[config.mk]
export PLATFORM = sky130hd
export DESIGN_NAME = ball_motion_ctrl_flat
export DESIGN_NICKNAME = d
export VERILOG_FILES = /design/src/rtl/ball_motion_ctrl_if.sv /design/src/rtl/ball_motion_ctrl.sv /design/src/flat_wrapper.sv
export SDC_FILE = /design/constraint.sdc
export NUM_CORES = 1
export LEC_CHECK = 0
export ABC_AREA = 1
export CORE_UTILIZATION = 51
export DETAILED_ROUTE_END_ITERATION = 6
export PLACE_DENSITY = 0.74
export SLEW_MARGIN = 20
export SYNTH_ARGS = -nofsm -noshare
export SYNTH_HDL_FRONTEND = slang
export SYNTH_SLANG_ARGS = --single-unit
export TNS_END_PERCENT = 10
[constraint.sdc]
create_clock -name Clk -period 1.51 [get_ports Clk]
set_input_delay 0.453 -clock Clk [delete_from_list [all_inputs] [get_ports Clk]]
set_output_delay 0.453 -clock Clk [all_outputs]
set_load 0.005 [all_outputs]
[src/rtl/ball_motion_ctrl_if.sv]
// rtl/ball_motion_ctrl_if.sv - frame tick, start, collision code and ball state bundle
interface ball_motion_ctrl_if;
  logic       FrameTick;
  logic       Start;
  logic [2:0] ColOut;
  logic [9:0] XCord;
  logic [9:0] YCord;
  logic       DirX;
  logic       DirY;
  logic [7:0] Score;
  logic [3:0] Misses;
  logic       Playing;
  logic       GameOver;

  modport master (
    output FrameTick, Start, ColOut,
    input  XCord, YCord, DirX, DirY, Score, Misses, Playing, GameOver
  );

  modport slave (
    input  FrameTick, Start, ColOut,
    output XCord, YCord, DirX, DirY, Score, Misses, Playing, GameOver
  );
endinterface

[src/rtl/ball_motion_ctrl.sv]
// rtl/ball_motion_ctrl.sv - frame-rate ball sequencer: step, settle, bounce/score/miss rules
module ball_motion_ctrl #(
  parameter int STEP       = 2,
  parameter int SERVE_X    = 320,
  parameter int SERVE_Y    = 232,
  parameter int NET_X      = 632,
  parameter int SETTLE     = 3,
  parameter int MAX_MISS   = 3,
  parameter int SERVE_WAIT = 60
) (
  input logic               Clk,
  input logic               Rst_n,
  ball_motion_ctrl_if.slave bus
);

  localparam int SW = (SETTLE > 1) ? $clog2(SETTLE) : 1;
  localparam int FW = (SERVE_WAIT > 1) ? $clog2(SERVE_WAIT) : 1;

  localparam logic [2:0] COL_PADDLE  = 3'b001;
  localparam logic [2:0] COL_NET     = 3'b011;
  localparam logic [2:0] COL_CEILING = 3'b010;
  localparam logic [2:0] COL_FLOOR   = 3'b110;
  localparam logic [2:0] COL_BACK    = 3'b100;

  typedef enum logic [3:0] {
    S_IDLE,
    S_SERVE,
    S_WAIT,
    S_STEP,
    S_SETTLE,
    S_CHECK,
    S_MISS,
    S_HOLD,
    S_GAMEOVER
  } state_t;

  state_t          state_q;
  logic [9:0]      x_q;
  logic [9:0]      y_q;
  logic            dirx_q;
  logic            diry_q;
  logic [7:0]      score_q;
  logic [3:0]      misses_q;
  logic            playing_q;
  logic            gameover_q;
  logic [SW-1:0]   settle_cnt_q;
  logic [FW-1:0]   frame_cnt_q;
  logic [3:0]      misses_d;

  // One axis step, clamped to the 10-bit range instead of wrapping
  function automatic logic [9:0] step_axis(input logic [9:0] v, input logic up);
    logic [10:0] sum;
    sum = {1'b0, v} + 11'(STEP);
    if (up) begin
      return sum[10] ? 10'h3FF : sum[9:0];
    end
    return (v < 10'(STEP)) ? 10'd0 : v - 10'(STEP);
  endfunction

  assign misses_d = misses_q + 4'd1;

  // Sequencer: serve, per-tick step, wait for the detector code to settle, then apply rules
  always_ff @(posedge Clk or negedge Rst_n) begin
    if (!Rst_n) begin
      state_q      <= S_IDLE;
      x_q          <= 10'(SERVE_X);
      y_q          <= 10'(SERVE_Y);
      dirx_q       <= 1'b0;
      diry_q       <= 1'b0;
      score_q      <= 8'd0;
      misses_q     <= 4'd0;
      playing_q    <= 1'b0;
      gameover_q   <= 1'b0;
      settle_cnt_q <= '0;
      frame_cnt_q  <= '0;
    end else begin
      case (state_q)
        S_IDLE: begin
          // Start has priority; a coincident tick is simply not looked at here
          if (bus.Start) begin
            score_q  <= 8'd0;
            misses_q <= 4'd0;
            state_q  <= S_SERVE;
          end
        end
        S_SERVE: begin
          x_q       <= 10'(SERVE_X);
          y_q       <= 10'(SERVE_Y);
          dirx_q    <= 1'b0;
          diry_q    <= ~diry_q;
          playing_q <= 1'b1;
          state_q   <= S_WAIT;
        end
        S_WAIT: begin
          if (bus.FrameTick) begin
            state_q <= S_STEP;
          end
        end
        S_STEP: begin
          x_q          <= step_axis(x_q, dirx_q);
          y_q          <= step_axis(y_q, diry_q);
          settle_cnt_q <= '0;
          state_q      <= S_SETTLE;
        end
        S_SETTLE: begin
          // Gives the detector's posedge select and negedge code registers time to follow
          if (settle_cnt_q == SW'(SETTLE - 1)) begin
            settle_cnt_q <= '0;
            state_q      <= S_CHECK;
          end else begin
            settle_cnt_q <= settle_cnt_q + 1'b1;
          end
        end
        S_CHECK: begin
          // Directions are forced, not toggled, so a held stale code is harmless
          state_q <= S_WAIT;
          case (bus.ColOut)
            COL_CEILING: diry_q <= 1'b1;
            COL_FLOOR:   diry_q <= 1'b0;
            COL_BACK:    dirx_q <= 1'b1;
            COL_PADDLE: begin
              if (dirx_q) begin
                dirx_q <= 1'b0;
                if (score_q != 8'hFF) begin
                  score_q <= score_q + 8'd1;
                end
              end
            end
            COL_NET: begin
              if (x_q > 10'(NET_X)) begin
                playing_q <= 1'b0;
                state_q   <= S_MISS;
              end
            end
            default: ;
          endcase
        end
        S_MISS: begin
          misses_q <= misses_d;
          if (misses_d == 4'(MAX_MISS)) begin
            gameover_q <= 1'b1;
            state_q    <= S_GAMEOVER;
          end else begin
            frame_cnt_q <= '0;
            state_q     <= S_HOLD;
          end
        end
        S_HOLD: begin
          // Ball stays frozen while the pause before the next serve runs down
          if (bus.FrameTick) begin
            if (frame_cnt_q == FW'(SERVE_WAIT - 1)) begin
              frame_cnt_q <= '0;
              state_q     <= S_SERVE;
            end else begin
              frame_cnt_q <= frame_cnt_q + 1'b1;
            end
          end
        end
        S_GAMEOVER: begin
          if (bus.Start) begin
            score_q    <= 8'd0;
            misses_q   <= 4'd0;
            gameover_q <= 1'b0;
            state_q    <= S_SERVE;
          end
        end
        default: state_q <= S_IDLE;
      endcase
    end
  end

  assign bus.XCord    = x_q;
  assign bus.YCord    = y_q;
  assign bus.DirX     = dirx_q;
  assign bus.DirY     = diry_q;
  assign bus.Score    = score_q;
  assign bus.Misses   = misses_q;
  assign bus.Playing  = playing_q;
  assign bus.GameOver = gameover_q;

endmodule

[src/flat_wrapper.sv]
// flat-port wrapper written by rule: the top's interface ports become plain ports
module ball_motion_ctrl_flat 
#(
  parameter int STEP       = 2,
  parameter int SERVE_X    = 320,
  parameter int SERVE_Y    = 232,
  parameter int NET_X      = 632,
  parameter int SETTLE     = 3,
  parameter int MAX_MISS   = 3,
  parameter int SERVE_WAIT = 60
)
  (Clk, Rst_n, bus_FrameTick, bus_Start, bus_ColOut, bus_XCord, bus_YCord, bus_DirX, bus_DirY, bus_Score, bus_Misses, bus_Playing, bus_GameOver);
  ball_motion_ctrl_if bus_i ();
  input logic Clk;
  input logic Rst_n;
  input wire logic [$bits(bus_i.FrameTick)-1:0] bus_FrameTick;
  input wire logic [$bits(bus_i.Start)-1:0] bus_Start;
  input wire logic [$bits(bus_i.ColOut)-1:0] bus_ColOut;
  output wire logic [$bits(bus_i.XCord)-1:0] bus_XCord;
  output wire logic [$bits(bus_i.YCord)-1:0] bus_YCord;
  output wire logic [$bits(bus_i.DirX)-1:0] bus_DirX;
  output wire logic [$bits(bus_i.DirY)-1:0] bus_DirY;
  output wire logic [$bits(bus_i.Score)-1:0] bus_Score;
  output wire logic [$bits(bus_i.Misses)-1:0] bus_Misses;
  output wire logic [$bits(bus_i.Playing)-1:0] bus_Playing;
  output wire logic [$bits(bus_i.GameOver)-1:0] bus_GameOver;
  assign bus_i.FrameTick = bus_FrameTick;
  assign bus_i.Start = bus_Start;
  assign bus_i.ColOut = bus_ColOut;
  assign bus_XCord = bus_i.XCord;
  assign bus_YCord = bus_i.YCord;
  assign bus_DirX = bus_i.DirX;
  assign bus_DirY = bus_i.DirY;
  assign bus_Score = bus_i.Score;
  assign bus_Misses = bus_i.Misses;
  assign bus_Playing = bus_i.Playing;
  assign bus_GameOver = bus_i.GameOver;
  ball_motion_ctrl #(.STEP(STEP), .SERVE_X(SERVE_X), .SERVE_Y(SERVE_Y), .NET_X(NET_X), .SETTLE(SETTLE), .MAX_MISS(MAX_MISS), .SERVE_WAIT(SERVE_WAIT)) u_core (.Clk(Clk), .Rst_n(Rst_n), .bus(bus_i));
endmodule
==> impl_metrics.json <==
{
  "place_congestion": 0.928,
  "syn_avg_cell_area_um2": 6.58,
  "first_iter_violations": 260,
  "synth-simple-area-share": 0.424,
  "core_um2": 6760,
  "synth_area_leader_cell": "dfrtp_1",
  "clock_latency_ps": 310,
  "route.detailed.drc": 0,
  "grt_max_degree": 49,
  "violations": "negative setup slack",
  "fp.dieH_um": 85.3,
  "antenna_found_initial": 0,
  "fin_crit_ps": 1530,
  "nNetsFinal": 687,
  "async_flop_share": 1.00,
  "cp.required_ps": 1060,
  "synth_fa_ha_area_frac": 0.0283,
  "total_power_uw": 8640,
  "setup_viol": 7,
  "critPathArrivalTime_ps": 1080,
  "yosysMostFrequentCell": "nand2_1",
  "antenna_cells": 0,
  "cts_sinks": 48,
  "synth_compound_area_frac": 0.0827,
  "wirelength_mm": 10.1,
  "die_w_um": 85.3,
  "setup_tns_ps": -54.3,
  "cp-end-kind": "output port",
  "place_hpwl_mm": 6.71,
  "drt_first_pass_iters": 5,
  "fmax_mhz": 654,
  "ant_nets": 0,
  "r2r_start": "u_core.bus.XCord[2]",
  "numCtsBuffers": 5,
  "layout-drive-gt1-share": 0.327,
  "synth_area_um2": 3540,
  "grt.total_usage": 0.272,
  "fin_util": 0.761,
  "critPathKind": "flip-flop to output port",
  "vdd_drop_max_uv": 1120,
  "outcome": "finished, violations left",
  "synthToLayoutAreaGrowth_pct": 45.1,
  "cts_buffer_depth": 2,
  "cts_tree": "yes",
  "rsz0062_at_grt": "true",
  "overflow": 0,
  "synthMuxAreaShare": 0,
  "worstSetupStartpointType": "flip-flop",
  "clk_pin_slew_worst_paths_ps": 90,
  "rr_worst_depth": 8,
  "initial_core_util": 0.524,
  "powerDensity_nw_per_um2": 1680,
  "root_buffer": "clkbuf_8",
  "finalHoldViolCount": 0,
  "netlist.area_leader.share": 0.297,
  "fin_ws_ps": -18.6,
  "drv_slew": 0,
  "grt_pass1_wl_mm": 15.9,
  "hold_slack_ps": 101,
  "worstMarginPinSlew_ps": 379,
  "ctsHoldBuffers": 0,
  "yosys-top-cells-count": "182 x nand2_1, 67 x nand3_1, 65 x inv_1",
  "synth_ff_type": "dfrtp_1",
  "finalCritPeriodShare": 1.01,
  "syn-instance-count": 538,
  "synth_top_family_by_area": "simple AND/OR/NAND/NOR gates",
  "crit_fanout": 4,
  "synth_xor_area_frac": 0.0223,
  "yosysSeqAreaShare": 0.341,
  "synth_fp_nets": 553,
  "post_drt_wl_per_cell_um": 13.5,
  "relSlewSlack": 0.744,
  "rrSetupSlack_ps": -10,
  "first_global_vias": 3516,
  "num_rows": 30,
  "synth-seq-cells": 48,
  "max-cap-violations": 0,
  "viasPerCell": 5.29,
  "timing.rr.end": "u_core.bus.XCord[9]",
  "hp-class": "input pin to async pin",
  "post-place-ws_ps": -318,
  "skew_ps": 8.32,
  "vias": 3977,
  "htreeDepth": 2,
  "p_leak_uw": 0.00268,
  "yosysWarnings": 0,
  "die_area_um2": 7280,
  "yosys-top-cells-area": "dfrtp_1 30%, nand2_1 19%, nand3_1 9.5%, inv_1 6.9%, nor2_1 5.8%",
  "synth_edf_count": 0,
  "port_buffers": 42,
  "num_io_pins": 43,
  "fillers": 529,
  "netlist-cell-type-count": 37
}
## critical path, cell delays in order (launching register included)
cell and delay (ps):
dfrtp_1 400, buf_4 160, clkdlybuf4s15_1 200
## final cells by class
cell class,count,area (um^2),area share
inverters,70,263,0.0511
multi-input cells,408,2290,0.445
clock buffers,5,68.8,0.0134
flip-flops and latches,48,1210,0.236
clock inverters,2,60.1,0.0117
well taps,80,100,0.0195
repair buffers,139,1150,0.223
## sequential cells by signal, summed over array words and instances, names as in the netlist
name                 cells
u_core.settle_cnt_q      2
u_core.state_q           4
u_core.bus.DirY          1
u_core.bus.Playing       1
u_core.bus.GameOver      1
u_core.bus.YCord        10
u_core.bus.Score         8
u_core.bus.DirX          1
u_core.bus.XCord        10
u_core.bus.Misses        4
u_core.frame_cnt_q       6
## per-stage QoR
| stage | std cells | area, um^2 |
|---|---|---|
| floorplan | 538 | 3540 |
| global placement | 709 | 4440 |
| detailed placement | 709 | 4440 |
| CTS | 742 | 4760 |
| global route | 752 | 5140 |
| finish | 752 | 5140 |
## what timing repair did
action / CTS / global route
resized for setup: 64 / 105
pin swaps: 4 / 26
setup buffers: 26 / 9
cloned: 0 / 1
endpoints found under the setup margin: 55 / 49
## routing by layer
metal | GRT usage | up-vias | routed length (um)
li1 | - | 1979 | -
met2 | 0.484 | 114 | 5120
met3 | 0.0321 | 14 | 463
met4 | 0.0697 | 0 | 136
met5 | 0 | - | 0
met1 | 0.352 | 1870 | 4410
## cell families after synthesis
kind of cell             Yosys count
AND/OR/NAND/NOR                  342
buffers and inverters             82
AO/OA/AOI/OAI                     49
flip-flops                        48
XOR/XNOR                           9
adder cells (fa/ha/maj)            8
## worst max-delay path by stage
stage                               end  depth (start not counted)                  from  slack (ps)
floorplan           u_core.bus.YCord[8]                          9   u_core.bus.YCord[3]          80
global placement    u_core.bus.Score[7]                          9         bus_ColOut[1]        -260
detailed placement  u_core.bus.Score[2]                          9         bus_ColOut[1]        -320
CTS                   u_core.state_q[0]                         10  u_core.bus.Misses[0]         -20
global route          u_core.state_q[2]                         11  u_core.bus.Misses[0]        -100
finish                     bus_Score[0]                          2   u_core.bus.Score[0]         -20
## report_power, final
| group | leakage, uW | internal, uW | total (uW) | switching (uW) |
|---|---|---|---|---|
| logic | 0.00199 | 2460 | 5610 | 3150 |
| registers | 0.000619 | 1680 | 1940 | 255 |
| clock network | 0.0000642 | 652 | 1100 | 451 |
| total | 0.00268 | 4790 | 8640 | 3850 |
## cells in the final DEF (no fill, tap or decap), drive strengths merged, types with 3 or more instances in the layout
| master | Yosys | routed |
|---|---|---|
| nand4 | 14 | 14 |
| buf | 10 | 101 |
| inv | 70 | 70 |
| nor3 | 4 | 4 |
| clkbuf | 2 | 10 |
| xor2 | 7 | 7 |
| a21oi | 10 | 10 |
| nor2 | 62 | 62 |
| nand3 | 67 | 67 |
| dlygate4sd2 | 0 | 27 |
| dlymetal6s2s | 0 | 3 |
| nand2 | 189 | 189 |
| dfrtp | 42 | 42 |
| o21ai | 31 | 31 |
| ha | 8 | 8 |
| or2 | 3 | 3 |
| dfstp | 6 | 6 |
Power figures use the tool's default switching activity.
==> variant, RTL diff (same settings) <==
`SETTLE` is set to 3 in 2 places; all go to 5.
--- a/src/rtl/ball_motion_ctrl.sv
+++ b/src/rtl/ball_motion_ctrl.sv
@@ -5,5 +5,5 @@
   parameter int SERVE_Y    = 232,
   parameter int NET_X      = 632,
-  parameter int SETTLE     = 3,
+  parameter int SETTLE     = 5,
   parameter int MAX_MISS   = 3,
   parameter int SERVE_WAIT = 60
--- a/src/flat_wrapper.sv
+++ b/src/flat_wrapper.sv
@@ -6,5 +6,5 @@
   parameter int SERVE_Y    = 232,
   parameter int NET_X      = 632,
-  parameter int SETTLE     = 3,
+  parameter int SETTLE     = 5,
   parameter int MAX_MISS   = 3,
   parameter int SERVE_WAIT = 60
Check against the original RTL: not equivalent (Yosys sat finds a counterexample within 10 cycles, from zero or initial values and one cycle with Rst_n low).
==> variant against the unedited design <==
  * The run still ends with setup timing left
  * Register-to-register slack hardly changed
  * Synthesized area is 2.2% higher
  * Sequential cell count is 1 higher
  * Design area is 1.3% higher
  * Total power is 0.36% lower
  * Setup slack worse by 0.0057 ns
  * Clock skew is 0.0020 ns higher
  * Wire length is 3.3% higher
  * Highest routed layer unchanged
  * Combinational power is 2% lower
==> variant: results (changes against the unedited design) <==
- Layout cell share with drive strength beyond 1: 31.7% (was 32.7%)
- Setup TNS: -0.0350 ns (was -0.0543 ns)
- Capture point of the worst reg-to-reg path: u_core.frame_cnt_q[0] (was u_core.bus.XCord[9])
- Distinct cells, synth: 36 (was 37)
- Placed wire-length estimate: 7.11 mm (was 6.71 mm)
- Tightest Pin Transition: 0.319 ns (was 0.379 ns)
- Synth Area per Inst: 6.45 sq um (was 6.58 sq um)
- Total Nets Final: 707 (was 687)
- Routed wire length: 10.5 mm (was 10.1 mm)
- Hold WS: 0.111 ns (was 0.101 ns)
- Synth top area cells: dfrtp_1 (30%), nand2_1 (19%), nand3_1 (9.3%) (was dfrtp_1 (30%), nand2_1 (19%), nand3_1 (9.5%))
- Fillers: 517 (was 529)
- Synthesis warning total: 0 (unchanged)
- Cell Area, Placed: 4580 sq um (was 4440 sq um)
- Logic pwr share: 63.5% (was 64.9%)
- Maximum vdd drop: 912 uV (was 1120 uV)
- Largest net degree at the start of global routing: 50 (was 49)
- Layout Utilization: 76.2% (was 76.1%)
- First-pass GRT wire length: 16.7 mm (was 15.9 mm)
- Commonest cells in the netlist: nand2_1 (187), nor2_1 (72), nand3_1 (67), inv_1 (58), dfrtp_1 (43) (was nand2_1 (182), nand3_1 (67), inv_1 (65), nor2_1 (55), dfrtp_1 (42))
- P per Cell Area: 1650 nW/um^2 (was 1680 nW/um^2)
- Post-CTS Resized: 72 (was 64)
- Cells on worst reg2reg path: 11 (was 8)
- Post-CTS setup buffer count: 24 (was 26)
- Dpl ws: -0.360 ns (was -0.318 ns)
- Setup Skew: 0.0103 ns (was 0.00832 ns)
- Placer Congestion: 0.881 (was 0.928)
- Status: complete, but fails checks (unchanged)
- Violated checks: setup timing (unchanged)
- Via density: 5.31 (was 5.29)
- Port Buf Inserts: 42 (unchanged)
- All-layer global routing usage: 28.0% (was 27.2%)
- Post-Place Cells: 749 (was 709)
- Sw Ratio: 45.2% (was 44.6%)
- Synth Net Count: 578 (was 553)
- Clock Power: 1.15 mW (was 1.10 mW)
- Final number of setup-violating endpoints: 4 (was 7)
- Leakage: 2.65 nW (was 2.68 nW)
- Reg2reg start: u_core.bus.Misses[0] (was u_core.bus.XCord[2])
- Non-filler instance count after layout: 787 (was 752)
- DR iter-0 viols: 272 (was 260)
- Post-route setup slack: -0.0244 ns (was -0.0186 ns)
[variant: cell types whose count changed after synthesis, sizes merged, moves of 2 or more]
cell	unedited run	this run
clkbuf	2	4
nand2	189	195
nand4	14	11
buf	10	12
o21ai	31	29
inv	70	63
ha	8	10
nor2	62	78
xor2	7	9
nor3	4	10
[variant: worst max-delay path by stage]
stage,from,to,slack (ns),cells past startpoint
5_1_grt,u_core.bus.XCord[6],u_core.state_q[2],-0.1,10
2_1_floorplan,u_core.bus.YCord[3],u_core.bus.YCord[5],0.06,9
3_3_place_gp,bus_ColOut[2],u_core.bus.Score[4],-0.33,9
3_5_place_dp,bus_ColOut[0],u_core.bus.Score[6],-0.36,7
4_1_cts,u_core.bus.Score[1],u_core.bus.Score[6],-0.04,13
6_report,u_core.bus.Score[1],bus_Score[1],-0.02,3
[variant: layout make-up]
cell class	instances	area share (%)
Multi-Input combinational cell	433	45.4
Clock inverter	3	1.25
Inverter	63	4.62
Tap cell	96	2.31
Sequential cell	49	23.9
Timing Repair Buffer	138	21.2
Clock buffer	5	1.32
[variant: kinds of logic (layout without fill, tap and decap cells)]
kind of cell,count (synthesis),count (layout),share of synthesized area [%]
AO/OA/AOI/OAI,46,46,7.09
AND/OR/NAND/NOR,367,367,44.1
flip-flops,49,49,34.1
XOR/XNOR,10,10,2.42
buffers and inverters,79,209,8.82
adder cells (fa/ha/maj),10,10,3.46
[variant: per-layer routing]
layer  share of wire (%)  up-vias  track usage [%]
li1                    -     2047                -
met1                  41     1961             34.0
met2                  51      139             50.7
met3                 5.4       30             3.71
met4                 2.7        0             9.85
met5                   0        -                0
[variant: worst max-delay path, cell delays in order, from the launching register on]
cell and delay [ns]:
dfrtp_1 0.41, buf_4 0.14, buf_4 0.13, clkbuf_2 0.10
